[src/rtl/puf_uart_pkg.sv]
// Shared types and constants for the PUF response UART transmitter.
package puf_uart_pkg;

  localparam int unsigned DEFAULT_CLKS_PER_BIT = 104;
  localparam int unsigned UART_DATA_BITS       = 8;

  typedef enum logic [2:0] {
    StIdle,
    StStart,
    StData,
    StStop,
    StAck,
    StWaitClr
  } tx_state_t;

endpackage

[src/rtl/baud_counter.sv]
// Down-counting bit timer: bit_end marks the last clock of each UART bit period.
module baud_counter
  import puf_uart_pkg::*;
#(
  parameter int unsigned CLKS_PER_BIT = DEFAULT_CLKS_PER_BIT
) (
  input  logic clock,
  input  logic reset_n,
  input  logic load,
  output logic bit_end
);

  localparam int unsigned CntW = $clog2(CLKS_PER_BIT);
  localparam logic [CntW-1:0] Reload = CntW'(CLKS_PER_BIT - 1);

  logic [CntW-1:0] cnt_q, cnt_d;

  // load parks the counter at the reload value so the first bit gets a full period.
  always_comb begin
    cnt_d = cnt_q;
    if (load || (cnt_q == '0)) begin
      cnt_d = Reload;
    end else begin
      cnt_d = cnt_q - CntW'(1);
    end
  end

  always_ff @(posedge clock or negedge reset_n) begin
    if (!reset_n) begin
      cnt_q <= '0;
    end else begin
      cnt_q <= cnt_d;
    end
  end

  assign bit_end = (cnt_q == '0);

endmodule

[src/rtl/response_uart_tx.sv]
// Sends one buffered response byte over UART, then pulses ack_reset to clear the buffer.
module response_uart_tx
  import puf_uart_pkg::*;
#(
  parameter int unsigned CLKS_PER_BIT = DEFAULT_CLKS_PER_BIT,
  parameter int unsigned STOP_BITS    = 1,
  parameter int unsigned ACK_CYCLES   = 2
) (
  input  logic                      clock,
  input  logic                      reset_n,
  input  logic                      ready_to_read,
  input  logic [UART_DATA_BITS-1:0] data_in,
  output logic                      tx,
  output logic                      busy,
  output logic                      ack_reset,
  output logic                      tx_done
);

  localparam logic [2:0] BitLast  = 3'(UART_DATA_BITS - 1);
  localparam logic       StopLast = 1'(STOP_BITS - 1);
  localparam logic [3:0] AckLast  = 4'(ACK_CYCLES - 1);

  tx_state_t                 state_q, state_d;
  logic [UART_DATA_BITS-1:0] shift_q, shift_d;
  logic [2:0]                bit_idx_q, bit_idx_d;
  logic                      stop_cnt_q, stop_cnt_d;
  logic [3:0]                ack_cnt_q, ack_cnt_d;
  logic                      tx_q, tx_d;
  logic                      ack_reset_q, ack_reset_d;
  logic                      tx_done_q, tx_done_d;
  logic                      baud_load;
  logic                      bit_end;

  baud_counter #(
    .CLKS_PER_BIT(CLKS_PER_BIT)
  ) u_baud_counter (
    .clock   (clock),
    .reset_n (reset_n),
    .load    (baud_load),
    .bit_end (bit_end)
  );

  // Outputs are registered from the current state, so the line lags the state by one clock.
  always_comb begin
    state_d     = state_q;
    shift_d     = shift_q;
    bit_idx_d   = bit_idx_q;
    stop_cnt_d  = stop_cnt_q;
    ack_cnt_d   = ack_cnt_q;
    tx_d        = 1'b1;
    ack_reset_d = 1'b0;
    tx_done_d   = 1'b0;
    baud_load   = 1'b0;

    unique case (state_q)
      StIdle: begin
        baud_load = 1'b1;
        if (ready_to_read) begin
          shift_d = data_in;
          state_d = StStart;
        end
      end
      StStart: begin
        tx_d = 1'b0;
        if (bit_end) begin
          state_d = StData;
        end
      end
      StData: begin
        tx_d = shift_q[0];
        if (bit_end) begin
          shift_d = {1'b0, shift_q[UART_DATA_BITS-1:1]};
          if (bit_idx_q == BitLast) begin
            bit_idx_d = '0;
            state_d   = StStop;
          end else begin
            bit_idx_d = bit_idx_q + 3'd1;
          end
        end
      end
      StStop: begin
        if (bit_end) begin
          if (stop_cnt_q == StopLast) begin
            stop_cnt_d = 1'b0;
            tx_done_d  = 1'b1;
            state_d    = StAck;
          end else begin
            stop_cnt_d = 1'b1;
          end
        end
      end
      StAck: begin
        baud_load   = 1'b1;
        ack_reset_d = 1'b1;
        if (ack_cnt_q == AckLast) begin
          ack_cnt_d = '0;
          state_d   = StWaitClr;
        end else begin
          ack_cnt_d = ack_cnt_q + 4'd1;
        end
      end
      StWaitClr: begin
        // Holding here until the buffer drops its flag keeps a byte from being sent twice.
        baud_load = 1'b1;
        if (!ready_to_read) begin
          state_d = StIdle;
        end
      end
      default: begin
        state_d = StIdle;
      end
    endcase
  end

  always_ff @(posedge clock or negedge reset_n) begin
    if (!reset_n) begin
      state_q     <= StIdle;
      shift_q     <= '0;
      bit_idx_q   <= '0;
      stop_cnt_q  <= 1'b0;
      ack_cnt_q   <= '0;
      tx_q        <= 1'b1;
      ack_reset_q <= 1'b0;
      tx_done_q   <= 1'b0;
    end else begin
      state_q     <= state_d;
      shift_q     <= shift_d;
      bit_idx_q   <= bit_idx_d;
      stop_cnt_q  <= stop_cnt_d;
      ack_cnt_q   <= ack_cnt_d;
      tx_q        <= tx_d;
      ack_reset_q <= ack_reset_d;
      tx_done_q   <= tx_done_d;
    end
  end

  assign tx        = tx_q;
  assign ack_reset = ack_reset_q;
  assign tx_done   = tx_done_q;
  assign busy      = (state_q != StIdle);

endmodule

[config.mk]
export PLATFORM = sky130hd
export DESIGN_NAME = response_uart_tx
export DESIGN_NICKNAME = d
export VERILOG_FILES = /design/src/rtl/puf_uart_pkg.sv /design/src/rtl/baud_counter.sv /design/src/rtl/response_uart_tx.sv
export SDC_FILE = /design/constraint.sdc
export NUM_CORES = 1
export LEC_CHECK = 0
export ABC_AREA = 1
export BUFFER_PORTS_ARGS = -buffer_cell sky130_fd_sc_hd__buf_2
export CAP_MARGIN = 20
export CORE_ASPECT_RATIO = 1.75
export CORE_UTILIZATION = 50
export CTS_BUF_LIST = sky130_fd_sc_hd__clkbuf_2 sky130_fd_sc_hd__clkbuf_4 sky130_fd_sc_hd__clkbuf_8
export DETAILED_ROUTE_END_ITERATION = 12
export MAX_ROUTING_LAYER = met4
export PLACE_DENSITY = 0.84
export SLEW_MARGIN = 20
export SYNTH_ARGS = -nofsm -noshare
export SYNTH_HDL_FRONTEND = slang
export SYNTH_SLANG_ARGS = --single-unit
[constraint.sdc]
create_clock -name clock -period 1.2 [get_ports clock]
set_input_delay 0.12 -clock clock [delete_from_list [all_inputs] [get_ports clock]]
set_output_delay 0.12 -clock clock [all_outputs]
set_load 0.02 [all_outputs]
==> impl_metrics.ini <==
[logic_synthesis]
syn_inst = 180
synth_top_area_share = 0.457
yosysWarnings = 0
synth-edff-count = 0
ys_seq_elements = 28
synth-main-ff-cell = dfrtp_1
synth.distinct_cells = 27
synth_top_area_cell = dfrtp_1
ys_top_cells_by_area = dfrtp_1 (46%), nand2_1 (17%), nand3_1 (5.4%)
syn_area_per_cell_um2 = 8.22
ys_seq_area_frac = 0.475
synth.most_common_cell = nand2_1
syn_nets = 195
synth_common_cells = nand2_1 (68), dfrtp_1 (27), nand3_1 (16)
async_flop_share = 1.00
syn_area_um2 = 1480

[critical_path]
worstPathRequired_ps = 1420
path_common_cell = nand2_1
crit_type = flop to flop
startpoint_type = flop
cp-end-kind = flop
cp_top_family = simple AND/OR/NAND/NOR gates
slowest_delay_ps = 410
cp_cell_sequence = ha_2 -> ha_4 -> nand3b_1 -> nand2_2 -> inv_2 -> nand3_2 -> nand2_1 -> nand2_1
crit_arrival_ps = 1680
path_buf_inv = 1
cp_slowest_cell = dfrtp_1
cp_max_fo = 2

[grt]
grt_first_pass_wirelength_um = 5970
grt_overflow = 0
antenna_found_initial = 0
grt_pass1_vias = 1412
grt_max_degree = 29
grt_usage = 0.259

[clocking]
cts_sinks = 28
htreeDepth = 1
cts_tree = yes
root_buffer = clkbuf_8
numCtsBuffers = 3
clkLatencyLatePin_ps = 280
path_clk_slew_ps = 100
cts_max_path_buffers = 2

[place]
place_area_um2 = 1770
gp_congestion = 0.839
portBuffers = 14
hpwlAfterDp_um = 2160
dp_cells = 246
dp_slack_ps = -157

[finish]
fin_area_um2 = 2290
num_antenna_cells = 0
area_growth_pct = 54.8
nets = 260
stdcell_count = 271
drive_gt1_frac = 0.553

[floorplan]
core-area_um2 = 2750
die_h_um = 73.9
io_pins = 15
num_rows = 25
die_x_um = 43.1
start_util = 0.537
die_area_um2 = 3190

[run_status]
failed_checks = negative setup slack
status = finished, violations left

[detailed_routing]
wl_um = 4710
remaining_drc_errors = 0
drtAntennaViolNets = 0
via_count = 1506
drt_iter0_markers = 77
wire_per_inst_um = 17.4
drtPass1Iterations = 4
vias_per_cell = 5.56

[sta]
skew_ps = 3.40
rsz0062_at_grt = true
final.setup.worst_slack_ps = -255
tns_ps = -3920
fin_crit_ps = 1450
fin_crit_sh = 1.21
setup_viol = 26
fmax_ghz = 0.687
worst_pin_slew_ps = 371
slew_viol_final = 0
timing.slew.headroom = 0.753
finalHoldViolCount = 0

[power]
powerDensity_nw_per_um2 = 2350
p_leak_uw = 0.00115
power.total_uw = 5390
vdd_ir_drop_max_uv = 2160

[run]
maxCapViolCount = 0

[hold_path]
min_path_type = input port to flop
layout by cell type (no fill, tap or decap), types with 2 or more instances in the layout:
master	n
nand3b_1	2
xor2_1	6
dfrtp_2	3
nand2_8	5
nand2_2	24
dfrtp_1	24
ha_4	3
inv_2	8
nor2_4	6
nand2_4	3
nand3_1	9
buf_4	33
buf_6	11
buf_8	2
nand3_2	7
nor2_1	6
nor2_2	5
nand2_1	44
clkbuf_8	4
inv_1	8
a21oi_1	2
o21ai_1	3
buf_2	13
logic make-up (layout without fill, tap and decap cells):
group           Yosys count  after routing  share of synthesized area
compound gates            9              9                     0.0364
xor+xnor                  6              6                     0.0355
simple gates            113            114                      0.351
fa+ha+maj                 4              4                     0.0338
flops                    28             28                      0.475
buf+inv                  20             83                     0.0685
tightest hold or removal path, delay by kind of cell:
family,cells,cell delay (ps)
buf+inv,1,90
simple gates,2,130
flip-flops by register name, summed over array words and instances, names as in the netlist:
name and flops:
tx_done 1, bit_idx_q 3, u_baud_counter.cnt_q 7, state_q 3, ack_reset 1, shift_q 8, ack_cnt_q 4, tx 1
final cells by class:
class / count / area (um^2)
Inverter: 19 / 93.8
Clock buffer: 4 / 55.1
Fill cell: 140 / 463
Tap cell: 27 / 33.8
Sequential cell: 28 / 706
Multi-Input combinational cell: 133 / 925
Timing Repair Buffer: 60 / 477
through the flow:
stage,hold slack [ps],utilization
after floorplan,-176,-
after detailed placement,145,0.642
final,86.6,0.832
after global routing,104,0.832
after CTS,96.1,0.766
after global placement,143,0.642
final timing paths:
path	start	end	slack [ps]	cells after the start
setup / recovery	bit_idx_q[1]$_DFFE_PN0P_	state_q[1]$_DFFE_PN0P_	-250	8
hold / removal	data_in[7]	shift_q[7]$_DFFE_PN0P_	90	3
setup reg to reg	bit_idx_q[1]$_DFFE_PN0P_	state_q[1]$_DFFE_PN0P_	-250	8
hold reg to reg	ack_cnt_q[3]$_DFFE_PN0N_	ack_cnt_q[3]$_DFFE_PN0N_	510	1
max in group asynchronous	reset_n	tx$_DFF_PN1_	530	3
min in group asynchronous	reset_n	ack_cnt_q[0]$_DFFE_PN0N_	360	3
layer usage:
metal / vias up / global-route usage / part of all wire
li1: 691 / - / -
met3: 15 / 0.0243 / 0.039
met4: 0 / 0.145 / 0.032
met1: 739 / 0.272 / 0.39
met5: - / - / 0
met2: 61 / 0.461 / 0.54
power breakdown:
group	switching, uW	total, uW	internal (uW)
registers	240	1480	1240
logic	1810	3290	1490
clock network	322	617	295
total	2370	5390	3020
what timing repair did:
action | 4_1_cts | 5_1_grt
hold buffers | 1 | 0
endpoints found under the setup margin | 22 | 27
gates cloned | 1 | 0
endpoints found under the hold margin | 27 | 0
resized for setup | 47 | 41
pin swaps | 19 | 14
buffers inserted | 14 | 5
(Power assumes the default switching activity.)
